[src/rtl/periodic_trigger_module_pkg.sv]
// Shared definitions for the periodic trigger generator: FSM state encoding,
// mode constants and the width of the pulse-width down-counter.
package periodic_trigger_module_pkg;

    typedef enum logic [1:0] {
        ST_IDLE  = 2'd0,
        ST_COUNT = 2'd1,
        ST_DONE  = 2'd2
    } state_t;

    localparam logic MODE_CONT    = 1'b0;
    localparam logic MODE_ONESHOT = 1'b1;

    // Pulse widths go up to 255 cycles, so eight bits cover the remaining-cycle count.
    localparam int PULSE_CNT_W = 8;

endpackage

[src/rtl/periodic_trigger_module_pulse_stretch.sv]
// Turns a single-cycle start strobe into a PULSE_W-cycle registered pulse.
// A synchronous clear kills the pulse immediately and has priority over start.
module pulse_stretch_module
    import periodic_trigger_module_pkg::*;
#(
    parameter int PULSE_W = 1
) (
    input  logic i_clk,
    input  logic i_rst_n,
    input  logic i_start,
    input  logic i_clear,
    output logic o_pulse
);

    localparam logic [PULSE_CNT_W-1:0] REMAIN_INIT = PULSE_CNT_W'(PULSE_W - 1);

    logic [PULSE_CNT_W-1:0] r_remain;
    logic                   r_pulse;

    // Hold the output high for PULSE_W cycles, counting down the cycles still owed.
    always_ff @(posedge i_clk or negedge i_rst_n) begin
        if (!i_rst_n) begin
            r_remain <= '0;
            r_pulse  <= 1'b0;
        end else if (i_clear) begin
            r_remain <= '0;
            r_pulse  <= 1'b0;
        end else if (i_start) begin
            r_remain <= REMAIN_INIT;
            r_pulse  <= 1'b1;
        end else if (r_remain != '0) begin
            r_remain <= r_remain - PULSE_CNT_W'(1);
            r_pulse  <= 1'b1;
        end else begin
            r_pulse  <= 1'b0;
        end
    end

    assign o_pulse = r_pulse;

endmodule

[src/rtl/periodic_trigger_module.sv]
// Periodic trigger generator: a runtime-loadable period counter driven by an
// IDLE/COUNT/DONE FSM, emitting PULSE_W-wide trigger pulses every P+1 cycles
// (continuous) or once (one-shot), with a saturating emitted-pulse counter.
module periodic_trigger_module
    import periodic_trigger_module_pkg::*;
#(
    parameter int                 CNT_W          = 30,
    parameter logic [CNT_W-1:0]   PERIOD_DEFAULT = CNT_W'(999_999_999),
    parameter int                 PULSE_W        = 1,
    parameter int                 CNT_OUT_W      = 8
) (
    input  logic                 i_clk,
    input  logic                 i_rst_n,
    input  logic                 i_run,
    input  logic                 i_mode,
    input  logic [CNT_W-1:0]     i_period_in,
    input  logic                 i_period_load,
    input  logic                 i_restart,
    output logic                 o_trig_en,
    output logic                 o_busy,
    output logic [CNT_OUT_W-1:0] o_trig_count
);

    localparam logic [CNT_W-1:0] PERIOD_MIN = CNT_W'(PULSE_W);

    state_t                 r_state;
    logic [CNT_W-1:0]       r_count;
    logic [CNT_W-1:0]       r_shadow;
    logic [CNT_W-1:0]       r_active;
    logic                   r_mode;
    logic                   r_busy;
    logic [CNT_OUT_W-1:0]   r_trig_count;

    logic [CNT_W-1:0]       w_load_value;
    logic                   w_wrap;
    logic                   w_pulse_start;
    logic                   w_pulse_clear;

    // Periods shorter than the pulse would let pulses overlap, so they are raised to PULSE_W.
    assign w_load_value = (i_period_in < PERIOD_MIN) ? PERIOD_MIN : i_period_in;

    assign w_wrap        = (r_count == r_active);
    assign w_pulse_start = (r_state == ST_COUNT) && i_run && !i_restart && w_wrap;
    assign w_pulse_clear = ((r_state != ST_IDLE) && !i_run) ||
                           ((r_state == ST_COUNT) && i_restart);

    // FSM, period counter, period registers and emitted-pulse counter in one place.
    always_ff @(posedge i_clk or negedge i_rst_n) begin
        if (!i_rst_n) begin
            r_state      <= ST_IDLE;
            r_count      <= '0;
            r_shadow     <= PERIOD_DEFAULT;
            r_active     <= PERIOD_DEFAULT;
            r_mode       <= MODE_CONT;
            r_busy       <= 1'b0;
            r_trig_count <= '0;
        end else begin
            if (i_period_load) begin
                r_shadow <= w_load_value;
            end
            case (r_state)
                ST_IDLE: begin
                    r_count  <= '0;
                    r_active <= r_shadow;
                    if (i_run) begin
                        r_state      <= ST_COUNT;
                        r_mode       <= i_mode;
                        r_trig_count <= '0;
                        r_busy       <= 1'b1;
                    end
                end
                ST_COUNT: begin
                    if (!i_run) begin
                        r_state <= ST_IDLE;
                        r_count <= '0;
                        r_busy  <= 1'b0;
                    end else if (i_restart) begin
                        r_count <= '0;
                    end else if (w_wrap) begin
                        r_count  <= '0;
                        r_active <= i_period_load ? w_load_value : r_shadow;
                        if (r_trig_count != '1) begin
                            r_trig_count <= r_trig_count + CNT_OUT_W'(1);
                        end
                        if (r_mode == MODE_ONESHOT) begin
                            r_state <= ST_DONE;
                            r_busy  <= 1'b0;
                        end
                    end else begin
                        r_count <= r_count + CNT_W'(1);
                    end
                end
                ST_DONE: begin
                    r_count <= '0;
                    if (!i_run) begin
                        r_state <= ST_IDLE;
                    end
                end
                default: begin
                    r_state <= ST_IDLE;
                    r_count <= '0;
                    r_busy  <= 1'b0;
                end
            endcase
        end
    end

    pulse_stretch_module #(
        .PULSE_W (PULSE_W)
    ) u_pulse_stretch (
        .i_clk   (i_clk),
        .i_rst_n (i_rst_n),
        .i_start (w_pulse_start),
        .i_clear (w_pulse_clear),
        .o_pulse (o_trig_en)
    );

    assign o_busy       = r_busy;
    assign o_trig_count = r_trig_count;

endmodule

[config.mk]
export PLATFORM = sky130hd
export DESIGN_NAME = periodic_trigger_module
export DESIGN_NICKNAME = d
export VERILOG_FILES = /design/src/rtl/periodic_trigger_module_pkg.sv /design/src/rtl/periodic_trigger_module_pulse_stretch.sv /design/src/rtl/periodic_trigger_module.sv
export SDC_FILE = /design/constraint.sdc
export NUM_CORES = 1
export LEC_CHECK = 0
export CAP_MARGIN = 20
export CORE_UTILIZATION = 60
export DETAILED_ROUTE_END_ITERATION = 8
export DONT_BUFFER_PORTS = 1
export GPL_TIMING_DRIVEN = 0
export PLACE_DENSITY = 0.75
export SLEW_MARGIN = 20
export SYNTH_ARGS = -nofsm -noshare
export SYNTH_HDL_FRONTEND = slang
export SYNTH_SLANG_ARGS = --single-unit
[constraint.sdc]
create_clock -name i_clk -period 6.3 [get_ports i_clk]
set_input_delay 1.575 -clock i_clk [delete_from_list [all_inputs] [get_ports i_clk]]
set_output_delay 1.575 -clock i_clk [all_outputs]
set_load 0.005 [all_outputs]
**Yosys cells after proc, flatten, opt, wreduce, memory -nomap -nowiden**

Cells that the tools add are included.
W data, S select, Z words.

- Bits in registers: 111
- Input port bits: 36
- Output and inout bits: 10
- Word-level logic and storage cells: 80

- $add $sub $neg: 3
- Order comparisons: 1
- Eq/ne operators: 13
- Muxes and demuxes: 35
- Bitwise gates (word level): 1
- Reductions and logical operators: 18

Operators by type and width:

| operator | number |
|---|---|
| $mux W30 | 9 |
| $mux W8 | 8 |
| $pmux W30 S2 | 1 |
| $add A30 B1 Y30 const B | 1 |
| $eq A30 B30 Y1 | 1 |
| $lt A30 B1 Y1 const B | 1 |
| $pmux W8 S2 | 1 |
| $mux W2 | 6 |
| $ne A2 B2 Y1 const B | 5 |
| $reduce_and A5 Y1 | 2 |
| $ne A3 B3 Y1 const B | 3 |
| $add A8 B1 Y8 const B | 1 |
| $mux W1 | 8 |
| $ne A8 B8 Y1 const B | 1 |
| $reduce_bool A8 Y1 | 1 |
| $sub A8 B1 Y8 const B | 1 |
| $pmux W2 S3 | 1 |
| $reduce_and A6 Y1 | 1 |
| $logic_and A1 B1 Y1 | 5 |
| $reduce_and A4 Y1 | 1 |
| $reduce_bool A2 Y1 | 2 |
| $pmux W1 S3 | 1 |
| $reduce_bool A3 Y1 | 1 |
| $eq A2 B1 Y1 const B | 1 |
| other kinds (7) | 8 |

**Depth between registers and ports, before layout**

Gate-level depths: netlist of run 1.

- Depth in word-level cells: 7
- Mapped depth: 9
- Mapped depth without buffers: 6

**Hierarchy**

From an unflattened synthesis of run 1, not the netlist that was laid out.

- Cell total of the unflattened synthesis: 521
- Area total of the unflattened synthesis: 5612.9 um^2

By module, submodules not included:

| module | times used | cells each | area each (um^2) | seq. area each (um^2) |
|---|---|---|---|---|
| periodic_trigger_module | 1 | 472 | 5106.1 | 2605.0 |
| pulse_stretch_module | 1 | 49 | 506.7 | 225.2 |

**Least setup slack after synthesis of run 1**

Ideal clock, no wire load.

- Path type: input to register
- From: input i_restart
- To: register r_active[21]
- Setup time: 0.065 ns
- Arrival: 2.945 ns
- Data required time: 6.235 ns
- Slack: 3.289 ns
- Cell stages on the path: 6
- Path buffers: 2
- Cell sequence: nor3b_1 > nand3_1 > o31ai_4 > buf_4 > buf_6 > o221a_2

- Cells in the longest elaborated chain, start to end: 2

Ends and longest elaborated chain:

| item | line | source |
|---|---|---|
| start, declared | periodic_trigger_module.sv:18 | `input logic i_restart,` |
| $ne A2 B2 Y1 (no line) | n/a |  |
| $reduce_and A4 Y1 (no line) | n/a |  |
| end signal, assigned | periodic_trigger_module.sv:64 | `r_active <= r_shadow;` |
| end signal, assigned | periodic_trigger_module.sv:81 | `r_active <= i_period_load ? w_load_value : r_shadow;` |
| end, declared | periodic_trigger_module.sv:29 | `logic [CNT_W-1:0] r_active;` |

No other way between the ends.
A chain may end at the register's enable or synchronous reset.

**Worst setup path in the final report of run 1**

- From: input i_restart
- To: register r_active[9]

The elaborated chain is that of the path after synthesis.

==> results.py, run 1 <==
metrics = {
    "sta": {
        "timing.fmax_mhz": 323,
        "timing.slew.headroom": 0.433,
        "final_max_slew_viol_count": 0,
        "post-route-period-util": 0.491,
        "worst_pin_slew_ns": 0.843,
        "worst_slack_ns": 3.21,
        "final-hold-violation-count": 0,
        "fin_skew_ns": 0.0126,
        "rsz0062_at_grt": "false",
        "fin_setup_tns_ns": 0,
        "finalSetupViolCount": 0,
        "period_needed_ns": 3.09,
    },
    "place": {
        "gp_congestion": 0.889,
        "portBuffers": 0,
        "dpl.hpwl_um": 9420,
        "place_ws_ns": 2.86,
    },
    "global_route": {
        "met2_usage": 0.444,
        "grt_max_degree": 112,
        "grt_pass1_vias": 4154,
        "grt_usage": 0.283,
        "use_met1": 0.395,
        "grt_overflow": 0,
        "met3_usage": 0.0667,
        "top_usage_layer": "met2",
        "antenna_found_initial": 0,
        "grt_first_pass_wirelength_um": 21100,
    },
    "floorplan": {
        "rows": 35,
        "design.core.area_sq_um": 9150,
        "initial_utilization": 0.616,
        "pin_count": 46,
        "dieWidth_um": 99.0,
        "die_area_sq_um": 9790,
        "die_h_um": 99.0,
    },
    "clock_tree": {
        "clk_latency_ns": 0.38,
        "clockBufferDepth": 2,
        "htreeDepth": 3,
        "cts_tree": "built",
        "clockRootBuffer": "clkbuf_8",
        "cts_hold_buf": 0,
        "cts_made_buffers": 9,
        "clkTransAtPathRegs_ns": 0.11,
        "clock_sinks": 111,
        "ctsResizeCount": 0,
        "cts_setup_buffers": 0,
    },
    "route": {
        "drtIter0Drc": 279,
        "routed_via_density": 6.41,
        "post-route-drc-count": 0,
        "vias": 4127,
        "dr.pass1.iters": 4,
        "wire_per_inst_um": 19.8,
        "postRouteWirelength_um": 12800,
        "postRouteAntennaNets": 0,
    },
    "synth": {
        "synth.distinct_cells": 44,
        "ys_seq_area_frac": 0.502,
        "ys_ff_latch": 111,
        "netlist_instances": 518,
        "synthArstFlopShare": 1.00,
        "syn-num-nets": 558,
        "postSynthAreaPerCell_sq_um": 10.9,
        "ys.flop_type": "dfrtp_1",
        "synthesis.area_sq_um": 5640,
        "synth_edf_count": 0,
        "synth_warnings": 0,
    },
    "power_and_ir_drop": {
        "power.density_nw_per_um2": 251,
        "p_total_w": 0.00149,
        "p_leak_nw": 2.22,
        "vdd_drop_max_v": 0.000211,
    },
    "finish": {
        "diodes": 0,
        "mostFrequentLayoutCells": "dfrtp_1 (69), dfstp_2 (42), nor2_1 (41)",
        "area_delta_synth_final_pct": 5.63,
        "fin_nets": 569,
        "layout-drive-gt1-share": 0.244,
        "mostFrequentLayoutCell": "dfrtp_1",
    },
    "worst_setup_path": {
        "end_kind": "flip-flop",
        "start_kind": "primary input",
        "arrival_ns": 3.37,
        "cp.required_ns": 6.57,
        "cp_max_fo": 10,
        "crit_type": "primary input to flip-flop",
    },
    "outcome": {
        "status": "completed",
    },
    "hold_path": {
        "hold_path.class": "flip-flop to flip-flop",
    },
    "run": {
        "max_cap_viol_count": 0,
    },
}
-- cell families (layout without fill, tap and decap cells) --
logic type               count (synthesis)  in the layout  synth area share
XOR/XNOR                                58             58            0.0901
AND/OR/NAND/NOR                        208            208             0.206
multiplexers                            31             31            0.0617
adder cells (fa/ha/maj)                  4              4           0.00887
buffers and inverters                   37             52            0.0277
flip-flops                             111            111             0.502
AO/OA/AOI/OAI                           69             69             0.104
-- metal layers --
layer,vias to the layer above,share of wire
met5,-,0
met4,0,0.017
met3,17,0.052
met2,114,0.48
met1,2056,0.45
li1,1940,-
-- worst paths after layout --
path	slack, ns	end	cells after the start	startpoint
worst max-delay path	3.21	r_active[9]	5	i_restart
max in group asynchronous	5.21	r_active[6]	0	i_rst_n
worst min-delay path	0.53	r_active[0]	2	r_shadow[0]
worst min register to register	0.53	r_active[0]	2	r_shadow[0]
min in group asynchronous	0.87	r_count[25]	0	i_rst_n
worst max register to register	3.64	r_active[9]	6	r_count[13]
-- worst max-delay path: stages --
cell,delay [ns]
nor3b_1,0.65
and3_1,0.27
nand4_1,0.21
clkbuf_1,0.32
o221a_2,0.34
-- layout make-up --
cell class                 instances  area (sq um)
buffer                            26           115
clock buffer                      10           138
clock inverter                     5          41.3
tap                              111           139
sequential                       111          2830
multi-input combinational        370          2650
fill                             734          3190
inverter                          11          41.3
-- where the power goes --
group / total, W / internal, W / switching (W)
clock network: 0.000405 / 0.000158 / 0.000248
registers: 0.000852 / 0.000801 / 0.0000512
logic: 0.000235 / 0.000119 / 0.000116
-- synth_stat cells, drive strengths merged, types with 9 or more instances --
library cell | instances | area, sq um
nand2 | 22 | 82.6
clkbuf | 15 | 56.3
o21ai | 15 | 75.1
nor4 | 24 | 171
buf | 11 | 58.8
mux2 | 30 | 338
nor3 | 10 | 50.1
dfrtp | 69 | 1730
or3 | 38 | 238
nand4 | 22 | 138
o221a | 29 | 327
inv | 11 | 41.3
nor2 | 41 | 154
xor2 | 19 | 166
a21oi | 10 | 50.1
dfstp | 42 | 1100
xnor2 | 39 | 342
and4 | 9 | 78.8
nand3 | 16 | 80.1
and3 | 10 | 62.6
-- per-stage QoR --
stage | hold slack (ns) | utilization | std cells | area, sq um
floorplan | 0.471 | - | 518 | 5640
global placement | 0.487 | 0.631 | 629 | 5780
detailed placement | 0.500 | 0.631 | 629 | 5780
CTS | 0.528 | 0.651 | 644 | 5960
global route | 0.554 | 0.651 | 644 | 5960
finish | 0.528 | 0.651 | 644 | 5960
-- state kept, by name (all words and copies together) (netlist names) --
register / flops
r_shadow: 30
r_count: 30
u_pulse_stretch.o_pulse: 1
r_state: 2
o_trig_count: 8
o_busy: 1
u_pulse_stretch.r_remain: 8
r_active: 30
r_mode: 1
Note: power is estimated with default switching activity, not from simulation.
==> run 2, diff against run 1 <==
- CORE_UTILIZATION: 60 -> 57
- PLACE_DENSITY: 0.75 -> 0.74
- clock period: 6.3 -> 2.65 ns (I/O delays scaled with it)
==> run 2 against run 1 <==
Net effect:
- clock skew is 0.00084 ns higher
- critical endpoint is now r_active[23]
- first-iteration DRC count is 24% lower
- largest cell class unchanged
- total power up 150%
==> results.py, run 2 (same netlist as run 1, synthesis figures left out) <==
metrics = {
    "outcome": {
        "status": "completed",
    },
    "global_route": {
        "antenna_found_initial": 0,
        "grt_overflow": 0,
        "grt_pass1_vias": 4176,
        "grt_max_degree": 70,
        "grt_usage": 0.280,
        "grt_first_pass_wirelength_um": 21500,
    },
    "worst_setup_path": {
        "start_kind": "flip-flop",
        "arrival_ns": 2.95,
        "end_kind": "flip-flop",
        "cp_max_fo": 10,
        "cp.required_ns": 2.97,
        "crit_type": "flip-flop to flip-flop",
    },
    "floorplan": {
        "dieWidth_um": 101,
        "design.core.area_sq_um": 9420,
        "rows": 35,
        "initial_utilization": 0.599,
        "pin_count": 46,
        "die_h_um": 101,
        "die_area_sq_um": 10300,
    },
    "clock_tree": {
        "cts_tree": "built",
        "htreeDepth": 3,
        "clockRootBuffer": "clkbuf_8",
        "clock_sinks": 111,
        "clockBufferDepth": 2,
        "clk_latency_ns": 0.38,
        "clkTransAtPathRegs_ns": 0.11,
        "cts_made_buffers": 9,
    },
    "route": {
        "vias": 4158,
        "wire_per_inst_um": 19.5,
        "routed_via_density": 6.24,
        "drtIter0Drc": 211,
        "postRouteAntennaNets": 0,
        "postRouteWirelength_um": 13000,
        "dr.pass1.iters": 5,
        "post-route-drc-count": 0,
    },
    "sta": {
        "period_needed_ns": 2.63,
        "rsz0062_at_grt": "true",
        "finalSetupViolCount": 0,
        "post-route-period-util": 0.991,
        "fin_skew_ns": 0.0135,
        "timing.fmax_mhz": 381,
        "fin_setup_tns_ns": 0,
        "final-hold-violation-count": 0,
        "worst_pin_slew_ns": 0.756,
        "timing.slew.headroom": 0.491,
        "final_max_slew_viol_count": 0,
    },
    "place": {
        "gp_congestion": 0.864,
        "portBuffers": 0,
        "dpl.hpwl_um": 9480,
        "post-place-cells": 647,
    },
    "finish": {
        "stdcell_count": 666,
        "diodes": 0,
        "fin_nets": 572,
        "layout-drive-gt1-share": 0.253,
        "mostFrequentLayoutCells": "dfrtp_1 (69), dfstp_2 (42), nor2_1 (41)",
        "mostFrequentLayoutCell": "dfrtp_1",
        "area_delta_synth_final_pct": 8.12,
        "reg_top3": "r_active (30), r_count (30), r_shadow (30)",
    },
    "power_and_ir_drop": {
        "power.density_nw_per_um2": 601,
        "vdd_drop_max_v": 0.000657,
        "p_leak_nw": 2.28,
    },
    "hold_path": {
        "hold_path.class": "primary input to async pin",
    },
    "run": {
        "max_cap_viol_count": 0,
    },
}
==> run 2: path summary, 6_finish.rpt <==
| kind | start | endpoint | slack [ns] | depth (start not counted) |
|---|---|---|---|---|
| min in group i_clk | i_run | r_state[1] | 0.42 | 1 |
| max in group asynchronous | i_rst_n | r_count[26] | 2.20 | 1 |
| max | r_active[11] | r_active[23] | 0.02 | 8 |
| min | i_rst_n | r_active[28] | 0.13 | 0 |
| min reg2reg | r_mode | r_mode | 0.51 | 1 |
| max reg2reg | r_active[11] | r_active[23] | 0.02 | 8 |
==> run 2: worst max-delay path, cell delays in order, from the launching register on <==
cell and delay, ns:
dfstp_2 0.58, xnor2_1 0.18, nand4_1 0.28, or4_1 0.57, buf_2 0.19, o31ai_4 0.28
buf_6 0.15, buf_6 0.13, o221a_2 0.20
==> run 2: routing by layer <==
metal	vias to the layer above	part of all wire	global-route usage
met5	-	0	0
met4	0	0.015	0.0747
met3	19	0.060	0.0642
met2	119	0.47	0.442
met1	2069	0.45	0.392
li1	1951	-	-
==> run 2: per-stage QoR <==
step                      setup slack, ns  utilization  power [W]  hold WS, ns  cell area [sq um]
after floorplan                     0.410            -    0.00247        0.367               5640
after global placement             0.0705        0.616    0.00258        0.371               5800
after detailed placement           0.0847        0.616    0.00261        0.371               5800
after CTS                          0.0487        0.641    0.00368        0.110               6040
after global routing              -0.0339        0.648    0.00383       0.0981               6100
final                              0.0237        0.648    0.00367        0.129               6100
==> run 2: power breakdown <==
group / internal [W] / switching [W]
logic: 0.000293 / 0.000300
clock network: 0.000466 / 0.000581
registers: 0.00190 / 0.000123
==> run 2: what timing repair did <==
item	4_1_cts	5_1_grt
gates resized for setup	0	6
endpoints found under the setup margin	0	60
setup buffers	0	2
hold endpoints to repair	69	0
hold buffers	1	0
==> run 2: final cells by class <==
class,instances,area (sq um)
sequential,111,2830
tap,129,161
timing repair buffer,3,55.1
inverter,11,41.3
fill,743,3320
multi-input combinational,370,2680
buffer,26,121
clock buffer,13,180
clock inverter,3,28.8
==> run 3, diff against run 2 <==
- CORE_MARGIN: not set -> 4
==> run 3 against run 2 <==
Net effect:
- non-clock buffer count stayed put
- worst setup slack better by 0.026 ns
- via count increased by 0.72%
- sequential cell count unchanged
- hold slack got worse by 0.0016 ns
- sequential share of layout area hardly changed
- clock skew shrank 0.0071 ns
- die area up 12%
==> results.py, run 3 (same netlist as run 1, synthesis figures left out) <==
metrics = {
    "outcome": {
        "status": "completed",
    },
    "sta": {
        "worst_slack_ns": 0.0492,
        "post-route-period-util": 0.981,
        "rsz0062_at_grt": "false",
        "final_max_slew_viol_count": 0,
        "timing.fmax_mhz": 385,
        "worst_pin_slew_ns": 0.767,
        "finalSetupViolCount": 0,
        "timing.hold.ws_ns": 0.127,
        "timing.slew.headroom": 0.484,
        "final-hold-violation-count": 0,
        "period_needed_ns": 2.60,
        "fin_skew_ns": 0.00639,
    },
    "finish": {
        "reg_top3": "r_active (30), r_count (30), r_shadow (30)",
        "fin_nets": 572,
        "layout-drive-gt1-share": 0.259,
        "mostFrequentLayoutCell": "dfrtp_1",
        "diodes": 0,
        "stdcell_count": 670,
        "mostFrequentLayoutCells": "dfrtp_1 (69), dfstp_2 (42), nor2_1 (41)",
        "area_delta_synth_final_pct": 8.19,
        "finalCoreUtilization": 0.630,
    },
    "clock_tree": {
        "cts_made_buffers": 9,
        "clk_latency_ns": 0.38,
        "clockRootBuffer": "clkbuf_8",
        "clkTransAtPathRegs_ns": 0.10,
        "clockBufferDepth": 2,
        "clock_sinks": 111,
        "htreeDepth": 3,
        "cts_tree": "built",
    },
    "route": {
        "wire_per_inst_um": 20.0,
        "postRouteWirelength_um": 13400,
        "drtIter0Drc": 243,
        "vias": 4188,
        "dr.pass1.iters": 5,
        "post-route-drc-count": 0,
        "postRouteAntennaNets": 0,
        "routed_via_density": 6.25,
    },
    "worst_setup_path": {
        "critPathSlowestCell": "dfstp_2",
        "crit_chain": "xnor2_1, nand4_1, or4_1, buf_2, o31ai_4, buf_6, buf_6, o221a_2",
        "cpPeakStageDelay_ns": 0.56,
        "cp.required_ns": 2.98,
        "arrival_ns": 2.93,
        "cp_max_fo": 10,
        "end_kind": "flip-flop",
        "worst_path_most_repeated_cell": "buf_6",
        "start_kind": "flip-flop",
        "crit_type": "flip-flop to flip-flop",
    },
    "place": {
        "portBuffers": 0,
        "gp_congestion": 0.866,
        "post-place-cells": 651,
        "dpl.hpwl_um": 9710,
        "place_ws_ns": -0.0528,
    },
    "floorplan": {
        "pin_count": 46,
        "dieWidth_um": 107,
        "rows": 36,
        "initial_utilization": 0.582,
        "die_area_sq_um": 11600,
        "design.core.area_sq_um": 9680,
        "die_h_um": 107,
    },
    "global_route": {
        "grt_first_pass_wirelength_um": 21900,
        "grt_pass1_vias": 4269,
        "grt_usage": 0.245,
        "antenna_found_initial": 0,
        "grt_overflow": 0,
        "grt_max_degree": 70,
    },
    "run": {
        "max_cap_viol_count": 0,
    },
    "power_and_ir_drop": {
        "vdd_drop_max_v": 0.000440,
        "p_total_w": 0.00362,
        "p_leak_nw": 2.28,
        "power.density_nw_per_um2": 594,
    },
    "hold_path": {
        "hold_path.class": "primary input to async pin",
    },
}
-- run 3: layout make-up --
class | count | area [sq um]
fillers | 783 | 3580
flip-flops and latches | 111 | 2830
multi-input cells | 370 | 2700
well taps | 133 | 166
clock buffers | 11 | 153
plain buffers | 26 | 121
repair buffers | 3 | 55.1
inverters | 11 | 41.3
clock inverters | 5 | 36.3
-- run 3: per-stage QoR --
stage	TNS, ns	area (sq um)
floorplan	0	5640
global placement	-0.215	5810
detailed placement	-0.205	5810
CTS	0	6040
global route	0	6100
finish	0	6100
-- run 3: worst paths after layout --
| kind | from | to | slack (ns) | depth (start not counted) |
|---|---|---|---|---|
| min in group i_clk | i_mode | r_mode | 0.43 | 1 |
| worst min register to register | r_shadow[18] | r_shadow[18] | 0.53 | 1 |
| max in group asynchronous | i_rst_n | r_active[9] | 2.21 | 1 |
| worst max register to register | r_active[8] | r_active[24] | 0.05 | 8 |
| worst min-delay path | i_rst_n | r_shadow[28] | 0.13 | 0 |
| worst max-delay path | r_active[8] | r_active[24] | 0.05 | 8 |
-- run 3: metal layers --
metal / up-vias / track usage / wire [um]
met1: 2066 / 0.334 / 5890
li1: 1939 / - / -
met5: - / 0 / 0
met3: 23 / 0.0582 / 913
met4: 0 / 0.0929 / 263
met2: 160 / 0.381 / 6320
-- run 3: what timing repair did --
item / in CTS / in global routing
setup endpoints to repair: 11 / 51
buffers inserted: 0 / 2
hold buffers: 1 / 0
pin swaps: 0 / 4
resized for setup: 2 / 7
hold endpoints to repair: 69 / 0
-- run 3: power by group --
group	switching (W)	total, W	internal (W)	leakage [nW]
clock	0.000590	0.000996	0.000406	0.0958
sequential	0.000125	0.00203	0.00190	1.34
combinational	0.000306	0.000598	0.000293	0.841
total	0.00102	0.00362	0.00260	2.28
-- run 3: critical path: cells and delay by family (launching register included) --
family,cells,cell delay [ns]
AO/OA/AOI/OAI,2,0.46
buffers and inverters,3,0.49
XOR/XNOR,1,0.19
AND/OR/NAND/NOR,2,0.83
flip-flops,1,0.56
